==> src/rtl/arb_mux_n_if.sv <==
// Handshake bundle for arb_mux_n: N_IN valid/ready/data sources in, one valid/ready/data/src out.
`ifndef ARCH_WIDTH
`define ARCH_WIDTH 64
`endif

interface arb_mux_n_if #(
    parameter int unsigned WIDTH = `ARCH_WIDTH,
    parameter int unsigned N_IN  = 4
);
    localparam int unsigned SEL_W = (N_IN > 1) ? $clog2(N_IN) : 1;

    logic [N_IN-1:0]       in_valid;
    logic [N_IN-1:0]       in_ready;
    logic [N_IN*WIDTH-1:0] in_data;
    logic                  out_valid;
    logic                  out_ready;
    logic [WIDTH-1:0]      out_data;
    logic [SEL_W-1:0]      out_src;

    // Producers and the downstream consumer.
    modport master (
        output in_valid, in_data, out_ready,
        input  in_ready, out_valid, out_data, out_src
    );

    // The arbitrating mux.
    modport slave (
        input  in_valid, in_data, out_ready,
        output in_ready, out_valid, out_data, out_src
    );
endinterface

==> src/rtl/arb_mux_n.sv <==
// N-input arbitrating mux with a single registered output stage; round-robin by default,
// fixed lowest-index priority when ARB_MUX_FIXED_PRIO_EN is defined.
`ifndef ARCH_WIDTH
`define ARCH_WIDTH 64
`endif

module arb_mux_n #(
    parameter int unsigned WIDTH = `ARCH_WIDTH,
    parameter int unsigned N_IN  = 4,
    parameter int unsigned SEL_W = (N_IN > 1) ? $clog2(N_IN) : 1
) (
    input logic        clk,
    input logic        rst,
    arb_mux_n_if.slave bus
);
    localparam logic [SEL_W:0] N_IN_EXT = (SEL_W + 1)'(N_IN);

    logic [SEL_W-1:0] ptr;
    logic [SEL_W-1:0] win_idx;
    logic [SEL_W:0]   scan;
    logic [N_IN-1:0]  grant;
    logic [WIDTH-1:0] win_data;
    logic             any_valid;
    logic             load_ok;
    logic             xfer;

    logic             out_valid_q, out_valid_d;
    logic [WIDTH-1:0] out_data_q, out_data_d;
    logic [SEL_W-1:0] out_src_q, out_src_d;

    // First valid channel at or above ptr, wrapping modulo N_IN.
    always_comb begin
        grant     = '0;
        win_idx   = '0;
        any_valid = 1'b0;
        scan      = '0;
        win_data  = '0;
        for (int k = 0; k < N_IN; k++) begin
            scan = {1'b0, ptr} + (SEL_W + 1)'(k);
            if (scan >= N_IN_EXT) begin
                scan = scan - N_IN_EXT;
            end
            if (!any_valid && bus.in_valid[scan[SEL_W-1:0]]) begin
                any_valid = 1'b1;
                win_idx   = scan[SEL_W-1:0];
            end
        end
        if (any_valid) begin
            grant[win_idx] = 1'b1;
        end
        for (int i = 0; i < N_IN; i++) begin
            if (grant[i]) begin
                win_data = bus.in_data[i*WIDTH +: WIDTH];
            end
        end
    end

    assign load_ok      = !out_valid_q || bus.out_ready;
    assign xfer         = any_valid && load_ok;
    assign bus.in_ready = rst ? '0 : (grant & {N_IN{load_ok}});

    always_comb begin
        out_valid_d = out_valid_q;
        out_data_d  = out_data_q;
        out_src_d   = out_src_q;
        if (xfer) begin
            out_valid_d = 1'b1;
            out_data_d  = win_data;
            out_src_d   = win_idx;
        end else if (bus.out_ready) begin
            out_valid_d = 1'b0;
        end
    end

    always_ff @(posedge clk or posedge rst) begin
        if (rst) begin
            out_valid_q <= 1'b0;
            out_data_q  <= '0;
            out_src_q   <= '0;
        end else begin
            out_valid_q <= out_valid_d;
            out_data_q  <= out_data_d;
            out_src_q   <= out_src_d;
        end
    end

`ifdef ARB_MUX_FIXED_PRIO_EN
    assign ptr = '0;
`else
    logic [SEL_W-1:0] ptr_q, ptr_d;

    assign ptr_d = (win_idx == SEL_W'(N_IN - 1)) ? '0 : win_idx + 1'b1;

    always_ff @(posedge clk or posedge rst) begin
        if (rst) begin
            ptr_q <= '0;
        end else if (xfer) begin
            ptr_q <= ptr_d;
        end
    end

    assign ptr = ptr_q;
`endif

    assign bus.out_valid = out_valid_q;
    assign bus.out_data  = out_data_q;
    assign bus.out_src   = out_src_q;

    // A pending request must hold its valid and data until it is accepted.
    for (genvar i = 0; i < N_IN; i++) begin : g_src_chk
        src_hold_a: assert property (@(posedge clk) disable iff (rst)
            (bus.in_valid[i] && !bus.in_ready[i]) |=>
            (rst || (bus.in_valid[i] && $stable(bus.in_data[i*WIDTH +: WIDTH]))));
    end
endmodule
==> src/flat_wrapper.sv <==
// flat-port wrapper written by rule: the top's interface ports become plain ports
module arb_mux_n_flat 
#(
    parameter int unsigned WIDTH = `ARCH_WIDTH,
    parameter int unsigned N_IN  = 4,
    parameter int unsigned SEL_W = (N_IN > 1) ? $clog2(N_IN) : 1
)
  (clk, rst, bus_in_valid, bus_in_data, bus_out_ready, bus_in_ready, bus_out_valid, bus_out_data, bus_out_src);
  arb_mux_n_if #(.WIDTH(WIDTH), .N_IN(N_IN)) bus_i ();
  input logic clk;
  input logic rst;
  input wire logic [$bits(bus_i.in_valid)-1:0] bus_in_valid;
  input wire logic [$bits(bus_i.in_data)-1:0] bus_in_data;
  input wire logic [$bits(bus_i.out_ready)-1:0] bus_out_ready;
  output wire logic [$bits(bus_i.in_ready)-1:0] bus_in_ready;
  output wire logic [$bits(bus_i.out_valid)-1:0] bus_out_valid;
  output wire logic [$bits(bus_i.out_data)-1:0] bus_out_data;
  output wire logic [$bits(bus_i.out_src)-1:0] bus_out_src;
  assign bus_i.in_valid = bus_in_valid;
  assign bus_i.in_data = bus_in_data;
  assign bus_i.out_ready = bus_out_ready;
  assign bus_in_ready = bus_i.in_ready;
  assign bus_out_valid = bus_i.out_valid;
  assign bus_out_data = bus_i.out_data;
  assign bus_out_src = bus_i.out_src;
  arb_mux_n #(.WIDTH(WIDTH), .N_IN(N_IN), .SEL_W(SEL_W)) u_core (.clk(clk), .rst(rst), .bus(bus_i));
endmodule
==> config.mk <==
export PLATFORM = sky130hd
export DESIGN_NAME = arb_mux_n_flat
export DESIGN_NICKNAME = d
export VERILOG_FILES = /design/src/rtl/arb_mux_n_if.sv /design/src/rtl/arb_mux_n.sv /design/src/flat_wrapper.sv
export SDC_FILE = /design/constraint.sdc
export NUM_CORES = 1
export LEC_CHECK = 0
export ABC_AREA = 1
export CORE_MARGIN = 5
export CORE_UTILIZATION = 42
export CTS_BUF_LIST = sky130_fd_sc_hd__clkbuf_2 sky130_fd_sc_hd__clkbuf_4 sky130_fd_sc_hd__clkbuf_8
export DETAILED_ROUTE_END_ITERATION = 8
export GPL_ROUTABILITY_DRIVEN = 0
export HOLD_SLACK_MARGIN = 0.12
export PLACE_DENSITY = 0.9
export RECOVER_POWER = 25
export SLEW_MARGIN = 20
export SYNTH_ARGS = -nofsm -noshare
export SYNTH_HDL_FRONTEND = slang
export SYNTH_SLANG_ARGS = --single-unit
==> constraint.sdc <==
create_clock -name clk -period 3.66 [get_ports clk]
set_input_delay 0.366 -clock clk [delete_from_list [all_inputs] [get_ports clk]]
set_output_delay 0.366 -clock clk [all_outputs]
set_load 0.05 [all_outputs]
==> flow_metrics.env, run 1 <==
export IMPL_outcome="finished, violations left"
export IMPL_failed_checks="capacitance limit, slew limit"
export IMPL_cts_tree="done"
export IMPL_rsz0062_at_grt="false"
export IMPL_insertion_delay_ns=0.34
export IMPL_detail_route_antenna_nets=0
export IMPL_required_ns=3.29
export IMPL_multiInputGateArea_sq_mm=0.00357
export IMPL_critPathLaunchType="register"
export IMPL_regArea_sq_mm=0.00173
export IMPL_yosysWarnings=0
export IMPL_root_buffer="clkbuf_8"
export IMPL_muxShareOfSynthArea_pct=0
export IMPL_post_route_drc_count=0
export IMPL_via_count=8167
export IMPL_clk_path_buf_depth=2
export IMPL_worst_pin_slew_ns=1.81
export IMPL_slowest_stage="dfrtp_1"
export IMPL_critPathMaxStageDelay_ns=0.53
export IMPL_cts_hold_buf=0
export IMPL_synth_top_family_by_area="simple AND/OR/NAND/NOR gates"
export IMPL_synthAdderAreaFrac_pct=0.774
export IMPL_cts_buffers=9
export IMPL_fin_crit_sh_pct=89.2
export IMPL_io_buffers=333
export IMPL_grt_first_pass_wirelength_um=37300
export IMPL_end_kind="output pin"
export IMPL_drv_cap=1
export IMPL_post_drt_via_cell_ratio=4.92
export IMPL_drive_gt1_share_pct=7.54
export IMPL_die_w_um=134
export IMPL_fin_crit_ns=3.27
export IMPL_die_h_um=134
export IMPL_ys_ff_latch=69
export IMPL_synthesis_nets=1457
export IMPL_io_pins=334
export IMPL_dieArea_sq_mm=0.0180
export IMPL_post_drt_wl_per_cell_um=14.5
export IMPL_synth_area_leaders="nand2_1 (28%), dfrtp_1 (27%), nand3_1 (15%)"
export IMPL_first_pass_iters=6
export IMPL_antenna_found_initial=1
export IMPL_area_delta_synth_final_pct=55.4
export IMPL_cp_max_fo=26
export IMPL_max_slew_margin_rel_pct=-20.6
export IMPL_worst_path_most_repeated_cell="nand2_1"
export IMPL_synth_compound_area_share_pct=5.57
export IMPL_synth_xor_area_share_pct=0
export IMPL_setup_worst_path_class="reg -> out"
export IMPL_hold_violations=0
export IMPL_drtIter0Drc=427
export IMPL_synth_area_sq_mm=0.00647
export IMPL_netlist_area_leader_share_pct=28.2
export IMPL_clkTransAtPathRegs_ns=0.07
export IMPL_postCtsSetupRepairBufs=0
export IMPL_grt_pass1_vias=7399
export IMPL_yosys_area_top_type="nand2_1"
export IMPL_synthCells=1190
export IMPL_path_cells="inv_4 -> nand2_1 -> nand2_1 -> nand2_1 -> nand2_1 -> nor2_4 -> nand2_1 -> nand2_1 -> nand3_1 -> o21ai_1 -> ha_4 -> nand2_1 -> nor2_1 -> buf_12"
export IMPL_slew_viol_final=70
export IMPL_grt_max_degree=102
export IMPL_grt_ovfl_total=0
export IMPL_avgSynthCellArea_sq_um=5.43
export IMPL_globalRouteTotalUtil_pct=25.5
export IMPL_crit_arrival_ns=2.90
export IMPL_max_freq_mhz=306
export IMPL_finalClockSkew_ns=0.00672
export IMPL_place_hpwl_um=17900
export IMPL_initial_utilization_pct=42.7
export IMPL_hp_class="reg -> reg"
export IMPL_core_sq_mm=0.0151
export IMPL_synthDistinctLibCells=22
export IMPL_layout_nets=1734
export IMPL_yosysSeqAreaShare_pct=26.7
export IMPL_ctsResizeCount=0
export IMPL_cts_sinks=69
export IMPL_finalSetupTns_ns=0
export IMPL_rows=45
export IMPL_synthSimpleGateAreaFrac_pct=48.3
export IMPL_n_fill_cell=1375
export IMPL_final_setup_viol_count=0
export IMPL_htree_levels=3
export IMPL_wl_um=24100
[metrics by stage]
| step | cell area (sq um) | worst slack (ns) | util, % | hold WS (ns) | instances |
|---|---|---|---|---|---|
| floorplan | 6470 | 0.361 | - | 0.553 | 1190 |
| global placement | 9860 | 0.585 | 65.1 | 0.462 | 1644 |
| detailed placement | 9860 | 0.448 | 65.1 | 0.464 | 1644 |
| CTS | 10100 | 0.405 | 66.4 | 0.484 | 1660 |
| global route | 10100 | 0.235 | 66.4 | 0.496 | 1661 |
| finish | 10100 | 0.395 | 66.4 | 0.478 | 1661 |
[final timing paths]
| kind | startpoint | end | depth (start not counted) | slack, ns |
|---|---|---|---|---|
| worst max-delay path | u_core.ptr[0] | bus_in_ready[1] | 14 | 0.39 |
| worst min-delay path | u_core.bus.out_data[38] | u_core.bus.out_data[38] | 2 | 0.48 |
| worst max register to register | u_core.ptr[0] | u_core.bus.out_data[4] | 15 | 0.64 |
| worst min register to register | u_core.bus.out_data[38] | u_core.bus.out_data[38] | 2 | 0.48 |
| max in group asynchronous | rst | u_core.bus.out_data[15] | 3 | 1.42 |
| min in group asynchronous | rst | u_core.bus.out_data[32] | 3 | 1.15 |
[metal layers]
layer  GRT usage [%]  vias up  share of wire, %
li1                -     4125                 -
met1            30.8     3609                39
met2            42.9      367                47
met3            6.71       66                10
met4            11.3        0               3.9
met5               0        -                 0
[flip-flops by register name (all words and copies together) (netlist names)]
signal	cells
u_core.bus.out_valid	1
u_core.ptr	2
u_core.bus.out_data	64
u_core.bus.out_src	2
[cells in the mapped netlist (all sizes together)]
master	n
ha	4
nand4	2
clkbuf	34
o21ai	4
a21oi	65
o21a	1
and2	1
buf	52
dfrtp	69
nand2	487
nor2	70
o211ai	1
inv	202
nand3	198
[final cells by class]
type	instances	share of cell area (%)
diodes	1	0.0249
clock buffers	11	1.44
clock inverters	5	0.498
multi-input cells	833	35.5
flip-flops and latches	69	17.2
repair buffers	352	35.5
inverters	202	7.58
well taps	188	2.34
[kinds of logic (layout without fill, tap and decap cells)]
logic type      after synthesis  in the layout
flops                        69             69
other cells                   0              1
compound gates               71             71
fa+ha+maj                     4              4
buf+inv                     288            570
simple gates                758            758
[worst max-delay path, delay by kind of cell, from the launching register on]
family | cells | cell delay, ns
simple gates | 10 | 1.06
buf+inv | 2 | 0.27
flops | 1 | 0.53
compound gates | 1 | 0.26
fa+ha+maj | 1 | 0.43
[cell usage in the layout, fill, tap and decap left out, types with 4 or more instances in the layout]
master / count
o21ai_1: 4
clkdlybuf4s50_1: 328
nand2_1: 483
a21oi_1: 65
dfrtp_1: 69
clkinv_2: 4
inv_1: 140
buf_12: 8
nand3_1: 197
clkbuf_8: 10
nor2_1: 69
inv_2: 60
buf_4: 14
Power of run 1 is left out: the tool's default activity adds up to more than one toggle a clock period on the data nets, which glitch-free logic cannot reach.
==> inputs of run 2 (changes only) <==
--- a/config.mk
+++ b/config.mk
@@ -5,14 +5,13 @@
 export SDC_FILE = /design/constraint.sdc
 export NUM_CORES = 1
 export LEC_CHECK = 0
-export ABC_AREA = 1
-export CORE_MARGIN = 5
-export CORE_UTILIZATION = 42
+export CORE_AREA = 5 5 128 130
 export CTS_BUF_LIST = sky130_fd_sc_hd__clkbuf_2 sky130_fd_sc_hd__clkbuf_4 sky130_fd_sc_hd__clkbuf_8
 export DETAILED_ROUTE_END_ITERATION = 8
+export DIE_AREA = 0 0 133 135
 export GPL_ROUTABILITY_DRIVEN = 0
 export HOLD_SLACK_MARGIN = 0.12
-export PLACE_DENSITY = 0.9
+export PLACE_DENSITY_LB_ADDON = 0.2
 export RECOVER_POWER = 25
 export SLEW_MARGIN = 20
 export SYNTH_ARGS = -nofsm -noshare
==> constraint.sdc (replaced) <==
create_clock -name clk -period 3.66 [get_ports clk]
set_input_delay 0.366 -clock clk [delete_from_list [all_inputs] [get_ports clk]]
set_output_delay 0.366 -clock clk [all_outputs]
set_load 0.02 [all_outputs]
==> run 2 against run 1 <==
Effect of this change: the flow now finishes without violations; largest cell class is now buffers; area after synthesis shrank 27%; first-iteration DRC count shrank 38%; cell count shrank 31%; worst hold slack gained 0.016 ns; core utilization shrank 10 points; non-clock buffer count shrank 2; global-route usage shrank 3.6 points; register-to-register slack gained 0.41 ns; via count shrank 29%; maximum frequency grew 6.4%; sequential cell count is the same.
==> flow_metrics.env, run 2 <==
export IMPL_worst_slack_ns=0.592
export IMPL_ys_ff_latch=69
export IMPL_synth_most_common_cell="a21oi_1"
export IMPL_final_common_cell="clkdlybuf4s50_1"
export IMPL_setup_worst_path_class="in -> out"
export IMPL_end_kind="output pin"
export IMPL_insertion_delay_ns=0.36
export IMPL_synthDistinctLibCells=28
export IMPL_avgSynthCellArea_sq_um=7.28
export IMPL_grt_use_met1_pct=25.4
export IMPL_n_antenna_cell=0
export IMPL_whs_ns=0.494
export IMPL_globalRouteTotalUtil_pct=21.9
export IMPL_finalClockSkew_ns=0.00943
export IMPL_drtIter0Drc=263
export IMPL_hp_class="reg -> reg"
export IMPL_post_route_drc_count=0
export IMPL_post_drt_via_cell_ratio=5.08
export IMPL_crit_arrival_ns=2.70
export IMPL_reg2reg_slack_ns=1.05
export IMPL_htree_levels=3
export IMPL_total_power_mw=5.72
export IMPL_layout_nets=1217
export IMPL_finalNonFillerCells=1142
export IMPL_drive_gt1_share_pct=5.35
export IMPL_initial_utilization_pct=31.6
export IMPL_grt_first_pass_wirelength_um=31600
export IMPL_cp_max_fo=30
export IMPL_ctsResizeCount=0
export IMPL_io_pins=334
export IMPL_synth_area_sq_mm=0.00475
export IMPL_synthCells=652
export IMPL_synth_area_leaders="dfrtp_1 (36%), a21oi_1 (12%), a221oi_1 (12%)"
export IMPL_cts_sinks=69
export IMPL_netlist_area_leader_share_pct=36.4
export IMPL_fin_crit_sh_pct=83.8
export IMPL_outcome="finished clean"
export IMPL_cts_buffers=9
export IMPL_detail_route_antenna_nets=0
export IMPL_vdd_ir_drop_max_uv=345
export IMPL_path_cells="clkdlybuf4s50_1 -> nor4_1 -> a21oi_4 -> and3_1 -> clkdlybuf4s50_1"
export IMPL_fin_crit_ns=3.07
export IMPL_place_hpwl_um=15100
export IMPL_synth_ff_type="dfrtp_1"
export IMPL_largest_reg_flops=64
export IMPL_worst_path_most_repeated_cell="clkdlybuf4s50_1"
export IMPL_pre_cts_slack_ns=0.500
export IMPL_rows=45
export IMPL_first_pass_iters=5
export IMPL_core_sq_mm=0.0150
export IMPL_cts_tree="done"
export IMPL_max_freq_mhz=326
export IMPL_clk_path_buf_depth=2
export IMPL_io_buffers=333
export IMPL_critPathBufInv=2
export IMPL_via_count=5806
export IMPL_drv_cap=0
export IMPL_final_cell_mix="clkdlybuf4s50_1 (332), a21oi_1 (118), nor2_1 (115)"
export IMPL_final_setup_viol_count=0
export IMPL_critPathLaunchType="primary input"
export IMPL_die_h_um=135
export IMPL_die_w_um=133
export IMPL_critPathMaxStageDelay_ns=0.69
export IMPL_required_ns=3.29
export IMPL_p_leak_nw=3.45
export IMPL_grt_pass1_vias=5866
export IMPL_postCtsSetupRepairBufs=0
export IMPL_place_inst=1127
export IMPL_clkTransAtPathRegs_ns=0.08
export IMPL_grt_max_degree=65
export IMPL_timing_critical_path_max_delay_family="buffers and inverters"
export IMPL_yosysWarnings=0
export IMPL_max_slew_margin_rel_pct=7.24
export IMPL_slowest_stage="nor4_1"
export IMPL_grt_ovfl_total=0
export IMPL_slew_viol_final=0
export IMPL_post_drt_wl_per_cell_um=17.8
export IMPL_worst_pin_slew_ns=1.39
export IMPL_async_flop_share_pct=100
export IMPL_rsz0062_at_grt="false"
export IMPL_cts_hold_buf=0
export IMPL_p_per_area_mw_per_mm2=681
export IMPL_yosysSeqAreaShare_pct=36.4
export IMPL_area_delta_synth_final_pct=77.2
export IMPL_root_buffer="clkbuf_8"
export IMPL_fin_area_sq_mm=0.00841
export IMPL_met2_usage_pct=37.4
export IMPL_synth_edf_count=0
export IMPL_synthTopCellsByCount="a21oi_1 (118), nor2_1 (115), dfrtp_1 (69), inv_1 (68), a221oi_1 (64)"
export IMPL_antenna_found_initial=1
export IMPL_post_route_util_pct=56.0
export IMPL_yosys_area_top_type="dfrtp_1"
export IMPL_top_usage_layer="met2"
export IMPL_wl_um=20300
export IMPL_met3_usage_pct=8.01
export IMPL_place_area_sq_mm=0.00823
export IMPL_finalSetupTns_ns=0
export IMPL_dieArea_sq_mm=0.0180
export IMPL_hold_violations=0
export IMPL_synthesis_nets=919
==> run 2: cell count changes after synthesis, sizes merged, moves of 14 or more <==
cell / previous run / this run
nand2: 487 / 57
nand3: 198 / 0
inv: 202 / 68
a21oi: 65 / 129
a221oi: 0 / 64
o21ai: 4 / 52
nor2: 70 / 115
buf: 52 / 24
a211o: 0 / 14
==> run 2: area by class of cell <==
cell class              count  area [sq um]
repair buffers            350          3500
clock buffers              14           174
well taps                 188           235
multi-input cells         452          2490
flip-flops and latches     69          1730
inverters                  68           256
clock inverters             1          30.0
fillers                  1451          6620
==> run 2: path summary, 6_finish.rpt <==
path,cells past startpoint,from,endpoint
setup / recovery,5,bus_in_valid[1],bus_in_ready[3]
hold / removal,2,u_core.bus.out_data[43],u_core.bus.out_data[43]
setup reg to reg,11,u_core.ptr[0],u_core.bus.out_data[60]
hold reg to reg,2,u_core.bus.out_data[43],u_core.bus.out_data[43]
max in group asynchronous,3,rst,u_core.bus.out_data[19]
min in group asynchronous,2,rst,u_core.ptr[0]
==> run 2: logic make-up (layout without fill, tap and decap cells) <==
| family | count (synthesis) | in the layout | share of synthesized area (%) |
|---|---|---|---|
| mux | 1 | 1 | 0.237 |
| fa+ha+maj | 4 | 4 | 1.05 |
| simple gates | 184 | 184 | 15.6 |
| compound gates | 263 | 263 | 35.0 |
| buf+inv | 131 | 433 | 11.8 |
| flops | 69 | 69 | 36.4 |
==> run 2: worst register-to-register path, cell delays in order, from the launching register on <==
cell,delay [ns]
dfrtp_1,0.40
nor2b_1,0.17
nor3b_1,0.07
o22ai_1,0.41
inv_1,0.21
ha_4,0.25
buf_12,0.18
nor2b_2,0.12
buf_4,0.21
a221oi_1,0.10
a211o_1,0.29
a21oi_1,0.13
==> run 2: routing by layer <==
layer | part of all wire, % | vias to the layer above
li1 | - | 2849
met1 | 38 | 2664
met2 | 49 | 260
met3 | 10 | 31
met4 | 2.2 | 2
met5 | 0.064 | -
==> run 2: power breakdown <==
| part | internal (mW) | switching [mW] | total, mW | leakage (nW) |
|---|---|---|---|---|
| logic | 1.68 | 2.02 | 3.70 | 2.55 |
| clock network | 0.372 | 0.299 | 0.671 | 0.107 |
| registers | 1.14 | 0.214 | 1.35 | 0.794 |
| total | 3.19 | 2.54 | 5.72 | 3.45 |
(Power assumes the default switching activity.)
